### src/rtl/core_pkg.sv
`default_nettype none
// +--------------------------------------------------------------------------+
// | Package     : core_pkg                                                   |
// | Description : Shared encodings for the RISC-V core pipeline: opcodes,    |
// |               ALU control, immediate format and result-source selects,   |
// |               plus the ID/EX pipeline-register bundle.                   |
// | Revision    : 1.0 - initial release                                      |
// +--------------------------------------------------------------------------+
package core_pkg;

  // Opcodes of the supported instruction subset
  localparam logic [6:0] C_OP_LOAD   = 7'b0000011;
  localparam logic [6:0] C_OP_STORE  = 7'b0100011;
  localparam logic [6:0] C_OP_RTYPE  = 7'b0110011;
  localparam logic [6:0] C_OP_IALU   = 7'b0010011;
  localparam logic [6:0] C_OP_BRANCH = 7'b1100011;
  localparam logic [6:0] C_OP_JAL    = 7'b1101111;

  typedef enum logic [2:0] {
    ALU_ADD = 3'b000,
    ALU_SUB = 3'b001,
    ALU_AND = 3'b010,
    ALU_OR  = 3'b011,
    ALU_SLT = 3'b101
  } alu_ctrl_e;

  typedef enum logic [1:0] {
    IMM_I = 2'b00,
    IMM_S = 2'b01,
    IMM_B = 2'b10,
    IMM_J = 2'b11
  } imm_src_e;

  typedef enum logic [1:0] {
    RES_ALU = 2'b00,
    RES_MEM = 2'b01,
    RES_PC4 = 2'b10
  } result_src_e;

  // Main-decoder to ALU-decoder hint
  typedef enum logic [1:0] {
    ALUOP_ADD   = 2'b00,
    ALUOP_SUB   = 2'b01,
    ALUOP_FUNCT = 2'b10
  } alu_op_e;

  // Control bits carried into the execute stage
  typedef struct packed {
    logic        reg_write;
    logic        mem_write;
    logic        jump;
    logic        branch;
    logic        alu_src;
    result_src_e result_src;
    alu_ctrl_e   alu_control;
  } ex_ctrl_t;

  // Full ID/EX pipeline-register contents
  typedef struct packed {
    ex_ctrl_t    ctrl;
    logic [31:0] rd1;
    logic [31:0] rd2;
    logic [31:0] imm_ext;
    logic [31:0] pc;
    logic [31:0] pc_plus4;
    logic [4:0]  rd;
    logic [4:0]  rs1;
    logic [4:0]  rs2;
  } idex_t;

  // Sign-extended immediate for each instruction format; bit 31 is the sign
  function automatic logic [31:0] extend_imm(input logic [31:7] instr,
                                             input imm_src_e    src);
    logic [31:0] imm;
    case (src)
      IMM_I:   imm = {{20{instr[31]}}, instr[31:20]};
      IMM_S:   imm = {{20{instr[31]}}, instr[31:25], instr[11:7]};
      IMM_B:   imm = {{20{instr[31]}}, instr[7], instr[30:25], instr[11:8], 1'b0};
      IMM_J:   imm = {{12{instr[31]}}, instr[19:12], instr[20], instr[30:21], 1'b0};
      default: imm = '0;
    endcase
    return imm;
  endfunction

endpackage
`default_nettype wire

### src/rtl/reg_file.sv
`default_nettype none
// +--------------------------------------------------------------------------+
// | Module      : reg_file                                                   |
// | Description : 32x32 architectural register file, two asynchronous read   |
// |               ports and one synchronous write port. x0 is hard-wired to  |
// |               zero; a same-cycle write is forwarded to the read ports.   |
// | Revision    : 1.0 - initial release                                      |
// +--------------------------------------------------------------------------+
module reg_file
  import core_pkg::*;
(
  input  logic        clk,
  input  logic        rst,
  input  logic [4:0]  raddr1,
  input  logic [4:0]  raddr2,
  output logic [31:0] rdata1,
  output logic [31:0] rdata2,
  input  logic        we,
  input  logic [4:0]  waddr,
  input  logic [31:0] wdata
);

  logic [31:0] regs_q [32];
  logic [31:0] regs_d [32];
  logic        w_wr_en;

  // A write to x0 is discarded so x0 never holds anything but zero
  assign w_wr_en = we && (waddr != 5'd0);

  // Next-state of the array: only the addressed entry changes
  always_comb begin
    regs_d = regs_q;
    if (w_wr_en) begin
      regs_d[waddr] = wdata;
    end
  end

  // Storage; reset wins over any writeback presented on the same edge
  always_ff @(posedge clk or negedge rst) begin
    if (!rst) begin
      for (int i = 0; i < 32; i++) begin
        regs_q[i] <= '0;
      end
    end else begin
      regs_q <= regs_d;
    end
  end

  // Read ports with x0 forced to zero and writeback forwarded through
  always_comb begin
    rdata1 = regs_q[raddr1];
    rdata2 = regs_q[raddr2];
    if (raddr1 == 5'd0) begin
      rdata1 = '0;
    end else if (w_wr_en && (raddr1 == waddr)) begin
      rdata1 = wdata;
    end
    if (raddr2 == 5'd0) begin
      rdata2 = '0;
    end else if (w_wr_en && (raddr2 == waddr)) begin
      rdata2 = wdata;
    end
  end

endmodule
`default_nettype wire

### src/rtl/decode_cycle.sv
`default_nettype none
// +--------------------------------------------------------------------------+
// | Module      : decode_cycle                                               |
// | Description : Instruction-decode stage. Decodes InstrD, reads the        |
// |               register file, extends the immediate and captures all      |
// |               results into the ID/EX pipeline register.                  |
// | Revision    : 1.0 - initial release                                      |
// +--------------------------------------------------------------------------+
module decode_cycle
  import core_pkg::*;
(
  input  logic        clk,
  input  logic        rst,
  input  logic [31:0] InstrD,
  input  logic [31:0] PCD,
  input  logic [31:0] PCPlus4D,
  input  logic        RegWriteW,
  input  logic [4:0]  RdW,
  input  logic [31:0] ResultW,
  input  logic        FlushE,
  output logic [4:0]  Rs1D,
  output logic [4:0]  Rs2D,
  output logic        RegWriteE,
  output logic        MemWriteE,
  output logic        JumpE,
  output logic        BranchE,
  output logic        ALUSrcE,
  output logic [1:0]  ResultSrcE,
  output logic [2:0]  ALUControlE,
  output logic [31:0] RD1E,
  output logic [31:0] RD2E,
  output logic [31:0] ImmExtE,
  output logic [31:0] PCE,
  output logic [31:0] PCPlus4E,
  output logic [4:0]  RdE,
  output logic [4:0]  Rs1E,
  output logic [4:0]  Rs2E
);

  logic [6:0]  w_opcode;
  logic [2:0]  w_funct3;
  logic        w_funct7_5;
  logic [4:0]  w_rd;
  ex_ctrl_t    w_ctrl;
  imm_src_e    w_imm_src;
  alu_op_e     w_alu_op;
  alu_ctrl_e   w_alu_control;
  logic [31:0] w_rd1;
  logic [31:0] w_rd2;
  logic [31:0] w_imm_ext;
  idex_t       idex_d;
  idex_t       idex_q;

  assign w_opcode   = InstrD[6:0];
  assign w_funct3   = InstrD[14:12];
  assign w_funct7_5 = InstrD[30];
  assign w_rd       = InstrD[11:7];

  // Source indices go straight to the hazard unit, no register
  assign Rs1D = InstrD[19:15];
  assign Rs2D = InstrD[24:20];

  reg_file u_reg_file (
    .clk    (clk),
    .rst    (rst),
    .raddr1 (Rs1D),
    .raddr2 (Rs2D),
    .rdata1 (w_rd1),
    .rdata2 (w_rd2),
    .we     (RegWriteW),
    .waddr  (RdW),
    .wdata  (ResultW)
  );

  // Main decoder; an unrecognised opcode leaves every control at zero (bubble)
  always_comb begin
    w_ctrl    = '0;
    w_imm_src = IMM_I;
    w_alu_op  = ALUOP_ADD;
    case (w_opcode)
      C_OP_LOAD: begin
        w_ctrl.reg_write  = 1'b1;
        w_ctrl.alu_src    = 1'b1;
        w_ctrl.result_src = RES_MEM;
      end
      C_OP_STORE: begin
        w_ctrl.mem_write = 1'b1;
        w_ctrl.alu_src   = 1'b1;
        w_imm_src        = IMM_S;
      end
      C_OP_RTYPE: begin
        w_ctrl.reg_write = 1'b1;
        w_alu_op         = ALUOP_FUNCT;
      end
      C_OP_IALU: begin
        w_ctrl.reg_write = 1'b1;
        w_ctrl.alu_src   = 1'b1;
        w_alu_op         = ALUOP_FUNCT;
      end
      C_OP_BRANCH: begin
        w_ctrl.branch = 1'b1;
        w_imm_src     = IMM_B;
        w_alu_op      = ALUOP_SUB;
      end
      C_OP_JAL: begin
        w_ctrl.reg_write  = 1'b1;
        w_ctrl.jump       = 1'b1;
        w_ctrl.result_src = RES_PC4;
        w_imm_src         = IMM_J;
      end
      default: begin
        w_ctrl = '0;
      end
    endcase
    w_ctrl.alu_control = w_alu_control;
  end

  // ALU decoder; sub needs opcode bit 5 so addi with imm[10]=1 stays add
  always_comb begin
    w_alu_control = ALU_ADD;
    case (w_alu_op)
      ALUOP_SUB: w_alu_control = ALU_SUB;
      ALUOP_FUNCT: begin
        case (w_funct3)
          3'b000:  w_alu_control = (w_opcode[5] && w_funct7_5) ? ALU_SUB : ALU_ADD;
          3'b010:  w_alu_control = ALU_SLT;
          3'b110:  w_alu_control = ALU_OR;
          3'b111:  w_alu_control = ALU_AND;
          default: w_alu_control = ALU_ADD;
        endcase
      end
      default: w_alu_control = ALU_ADD;
    endcase
  end

  assign w_imm_ext = extend_imm(InstrD[31:7], w_imm_src);

  // Next ID/EX contents; a flush replaces everything with an all-zero bubble
  always_comb begin
    idex_d = '0;
    if (!FlushE) begin
      idex_d.ctrl     = w_ctrl;
      idex_d.rd1      = w_rd1;
      idex_d.rd2      = w_rd2;
      idex_d.imm_ext  = w_imm_ext;
      idex_d.pc       = PCD;
      idex_d.pc_plus4 = PCPlus4D;
      idex_d.rd       = w_rd;
      idex_d.rs1      = Rs1D;
      idex_d.rs2      = Rs2D;
    end
  end

  // ID/EX pipeline register
  always_ff @(posedge clk or negedge rst) begin
    if (!rst) begin
      idex_q <= '0;
    end else begin
      idex_q <= idex_d;
    end
  end

  assign RegWriteE   = idex_q.ctrl.reg_write;
  assign MemWriteE   = idex_q.ctrl.mem_write;
  assign JumpE       = idex_q.ctrl.jump;
  assign BranchE     = idex_q.ctrl.branch;
  assign ALUSrcE     = idex_q.ctrl.alu_src;
  assign ResultSrcE  = idex_q.ctrl.result_src;
  assign ALUControlE = idex_q.ctrl.alu_control;
  assign RD1E        = idex_q.rd1;
  assign RD2E        = idex_q.rd2;
  assign ImmExtE     = idex_q.imm_ext;
  assign PCE         = idex_q.pc;
  assign PCPlus4E    = idex_q.pc_plus4;
  assign RdE         = idex_q.rd;
  assign Rs1E        = idex_q.rs1;
  assign Rs2E        = idex_q.rs2;

endmodule
`default_nettype wire
### config.mk
export PLATFORM = sky130hd
export DESIGN_NAME = decode_cycle
export DESIGN_NICKNAME = d
export VERILOG_FILES = /design/src/rtl/core_pkg.sv /design/src/rtl/reg_file.sv /design/src/rtl/decode_cycle.sv
export SDC_FILE = /design/constraint.sdc
export NUM_CORES = 2
export LEC_CHECK = 0
export CAP_MARGIN = 20
export CORE_MARGIN = 1
export CORE_UTILIZATION = 60
export CTS_CLUSTER_DIAMETER = 30
export DETAILED_ROUTE_END_ITERATION = 7
export GPL_ROUTABILITY_DRIVEN = 0
export GPL_TIMING_DRIVEN = 0
export PLACE_DENSITY = 0.8
export SKIP_CTS_REPAIR_TIMING = 1
export SLEW_MARGIN = 20
export SYNTH_ARGS = -nofsm -noshare
export SYNTH_HDL_FRONTEND = slang
export SYNTH_SLANG_ARGS = --single-unit
### constraint.sdc
create_clock -name clk -period 2.46 [get_ports clk]
set_input_delay 0.492 -clock clk [delete_from_list [all_inputs] [get_ports clk]]
set_output_delay 0.492 -clock clk [all_outputs]
set_load 0.02 [all_outputs]
==> impl_metrics.sql <==
INSERT INTO impl_metrics (metric_group, metric, value, unit) VALUES
('grt', 'grt_use_total', '44.6', '%'),
('timing', 'timing.hold.ws', '-0.331', 'ns'),
('setup_path', 'r2r.worst_path.cells', '5', ''),
('route', 'drt-initial-drc-count', '7232', ''),
('route', 'post_route_drc_violation_count', '117', ''),
('clock_network', 'clk_pin_slew_worst_paths', '0.05', 'ns'),
('finish', 'share_of_post_route_cells_with_drive_strength_above_1', '44.9', '%'),
('setup_path', 'timing.critical_path.max_delay_family', 'buffers and inverters', ''),
('timing', 'rsz0062_at_grt', 'true', ''),
('route', 'routed_wl', '226000', 'µm'),
('route', 'vias_per_cell', '7.40', ''),
('synthesis', 'synth_edf_count', '0', ''),
('setup_path', 'maximum_net_fanout_on_the_critical_path', '10', ''),
('min_path', 'worst_hold_path_type', 'in -> async', ''),
('timing', 'final_period_util', '109', '%'),
('clock_network', 'tritoncts', 'yes', ''),
('route', 'drtAntennaViolNets', '0', ''),
('placement', 'post-place-cells', '5713', ''),
('clock_network', 'htree_num_levels', '4', ''),
('clock_network', 'worst_skew_pair.late_latency', '0.87', 'ns'),
('setup_path', 'reg2reg_setup_slack', '0.44', 'ns'),
('clock_network', 'cts_inserted_buffers', '236', ''),
('synthesis', 'async_flop_share', '100', '%'),
('timing', 'timing.final.hold_violations', '190', ''),
('grt', 'grt_antenna_before_repair', '14', ''),
('job', 'max-cap-violations', '0', ''),
('placement', 'place_hpwl', '147000', 'µm'),
('finish', 'finalNonFillerCells', '6194', ''),
('setup_path', 'regToRegStartpoint', 'u_reg_file.regs_q[515]$_DFFE_PN0P_', ''),
('placement', 'placement.io_buffers', '323', ''),
('setup_path', 'worstSetupEndpointType', 'flop', ''),
('timing', 'final-setup-viol-count', '235', ''),
('status', 'violations', 'design-rule violations, negative hold slack, negative setup slack', ''),
('clock_network', 'cts.sinks', '1197', ''),
('grt', 'global_route_wire_length_before_repair', '321000', 'µm'),
('synthesis', 'syn_inst', '4090', ''),
('floorplan', 'num_rows', '115', ''),
('setup_path', 'critical_path.slowest_cell', 'nor2_1', ''),
('timing', 'finalWorstPathRequiredPeriod', '2.69', 'ns'),
('clock_network', 'clk_path_buf_depth', '3', ''),
('timing', 'slew_worst_pin', '1.21', 'ns'),
('timing', 'fin_ws', '-0.226', 'ns'),
('synthesis', 'synth.avg_cell_area', '14.7', 'µm²'),
('synthesis', 'ys.flop_type', 'dfrtp_1', ''),
('setup_path', 'startpoint_types', 'input pin', ''),
('setup_path', 'critical_path.cell_chain', 'clkdlybuf4s50_1 -> buf_2 -> nand3_1 -> nor2_1 -> buf_2 -> mux2_2', ''),
('floorplan', 'design.core.area', '0.0989', 'mm²'),
('placement', 'place_worst_setup_slack', '-1.86', 'ns'),
('setup_path', 'critical_path_arrival', '3.40', 'ns'),
('synthesis', 'synthesis.area', '0.0601', 'mm²'),
('floorplan', 'die_x', '318', 'µm'),
('power_and_ir_drop', 'vdd_drop_max', '0.803', 'mV'),
('synthesis', 'yosysSeqAreaShare', '49.9', '%'),
('synthesis', 'synthesis.nets', '4229', ''),
('floorplan', 'dieArea', '0.101', 'mm²'),
('setup_path', 'worst_path_most_repeated_cell', 'buf_2', ''),
('setup_path', 'path_class', 'in -> reg', ''),
('synthesis', 'synth_seq_cells', '1197', ''),
('grt', 'largest_net_degree_at_the_start_of_global_routing', '149', ''),
('setup_path', 'crit_required', '3.17', 'ns'),
('synthesis', 'yosys_warnings', '0', ''),
('power_and_ir_drop', 'leakage', '32.8', 'nW'),
('setup_path', 'reg2reg_to', 'RD2E[3]$_DFF_PN0_', ''),
('route', 'vias', '45800', ''),
('status', 'outcome', 'finished, violations left', ''),
('floorplan', 'io_pins', '332', ''),
('floorplan', 'die_h', '318', 'µm'),
('power_and_ir_drop', 'power_per_cell_area', '960', 'mW/mm²'),
('setup_path', 'critical_path_buf_inv_count', '3', ''),
('timing', 'max_freq', '372', 'MHz'),
('setup_path', 'worst_path_largest_cell_delay', '0.85', 'ns'),
('route', 'post_drt_wl_per_cell', '36.5', 'µm'),
('synthesis', 'yosys.cell_types.count', '52', ''),
('grt', 'number_of_global_route_vias_before_repair', '46000', ''),
('route', 'dr.pass1.iters', '8', ''),
('timing', 'slew_viol_final', '0', ''),
('finish', 'syn_to_final_growth', '23.8', '%'),
('clock_network', 'clock-root-buffer', 'clkbuf_16', ''),
('floorplan', 'initial_utilization', '60.8', '%'),
('grt', 'grt_overflow', '0', ''),
('timing', 'final.setup_skew', '0.0323', 'ns'),
('finish', 'final_net_count', '4819', ''),
('timing', 'timing.max_slew.rel_slack', '19.1', '%');
-- worst max path at each step --
stage | from | end | slack, ns | cells past startpoint
global route | RdW[4] | u_reg_file.regs_q[506]$_DFFE_PN0P_ | -0.07 | 6
floorplan | InstrD[15] | RD1E[10]$_DFF_PN0_ | 0.24 | 7
finish | RdW[3] | u_reg_file.regs_q[77]$_DFFE_PN0P_ | -0.23 | 6
global placement | rst | RD2E[5]$_DFF_PN0_ | -52.94 | 1
detailed placement | InstrD[19] | RD1E[22]$_DFF_PN0_ | -1.86 | 8
CTS | InstrD[19] | RD1E[22]$_DFF_PN0_ | -1.03 | 8
-- where the power goes --
| group | switching, mW | internal (mW) | total (mW) | leakage [nW] |
|---|---|---|---|---|
| combinational | 5.50 | 6.35 | 11.9 | 13.3 |
| sequential | 2.60 | 23.1 | 25.7 | 15.4 |
| clock | 11.5 | 22.2 | 33.8 | 4.07 |
| total | 19.7 | 51.7 | 71.4 | 32.8 |
-- layout make-up --
type                       instances  area, µm²
timing repair buffer             355       3800
clock buffer                     295       6540
sequential                      1197      30000
inverter                           7       30.0
fill                            5779      24500
antenna                           19       47.5
multi-input combinational       2418      28200
tap                             1287       1610
buffer                           465       2330
clock inverter                   151       1890
-- state kept, by name, summed over array words and instances (netlist names), 3 cells and up --
signal	flops
u_reg_file.regs_q	1024
PCE	32
PCPlus4E	32
RD1E	32
RD2E	32
ImmExtE	21
RdE	5
Rs1E	5
Rs2E	5
ALUControlE	3
-- per-stage QoR --
step	power, mW	setup TNS [ns]	area, µm²	util (%)
floorplan	32.7	0	60100	-
global placement	36.3	-	64900	65.7
detailed placement	36.9	-901.88	65300	66.0
CTS	70.5	-54.30	73700	74.6
global route	72.9	-2.19	74300	75.2
finish	71.4	-14.44	74400	75.2
-- routing by layer --
| metal | vias up | routed length, µm | track usage (%) |
|---|---|---|---|
| met5 | - | 746 | 3.83 |
| met4 | 24 | 18300 | 29.1 |
| met3 | 1294 | 33700 | 21.5 |
| met2 | 4260 | 97600 | 63.8 |
| met1 | 23300 | 76000 | 53.4 |
| li1 | 16900 | - | - |
-- worst reg2reg max path, cell delays in order, from the launching register on --
cell,delay [ns]
dfrtp_1,0.39
mux4_2,0.54
and2_1,0.20
a211oi_1,0.25
nor3_1,0.13
a32o_1,0.36
-- cell usage in the layout, fill, tap and decap left out, drive strengths merged, types with 38 or more instances in the layout --
cell type	Yosys	layout
nand2	84	84
a221oi	64	64
nor2b	88	88
mux4	426	426
mux2i	191	191
o22ai	54	54
buf	231	235
a21oi	85	85
a22oi	116	116
nor2	38	38
mux2	997	997
clkinv	2	73
nand3	48	48
clkdlybuf4s50	0	307
dfrtp	1197	1197
clkbuf	237	566
-- kinds of logic after synthesis --
family / count (synthesis) / share of synthesized area [%]
flip-flops: 1197 / 49.9
XOR/XNOR: 10 / 0.146
AO/OA/AOI/OAI: 447 / 5.45
adder cells (fa/ha/maj): 2 / 0.0416
buffers and inverters: 475 / 3.66
AND/OR/NAND/NOR: 345 / 2.99
multiplexers: 1614 / 37.8
-- synthesized netlist by cell type, drive strengths merged (2+ instances only) --
cell type | count | area, µm²
a211o | 32 | 280
a211oi | 23 | 173
a21oi | 85 | 425
a221oi | 64 | 561
a22oi | 116 | 871
a31oi | 2 | 12.5
a32o | 23 | 230
and2 | 27 | 169
buf | 231 | 1280
clkbuf | 237 | 890
clkinv | 2 | 7.51
dfrtp | 1197 | 30000
ha | 2 | 25.0
inv | 5 | 18.8
mux2 | 997 | 11200
mux2i | 191 | 1910
mux4 | 426 | 9590
nand2 | 84 | 315
nand2b | 5 | 31.3
nand3 | 48 | 245
nand3b | 4 | 30.0
nor2 | 38 | 153
nor2b | 88 | 551
nor3 | 30 | 155
nor3b | 5 | 37.5
nor4 | 5 | 31.3
o21ai | 4 | 20.0
o21bai | 32 | 240
o221a | 9 | 101
o22ai | 54 | 338
or2 | 4 | 25.0
or3 | 2 | 12.5
xnor2 | 5 | 43.8
xor2 | 5 | 43.8
(Power assumes the default switching activity.)
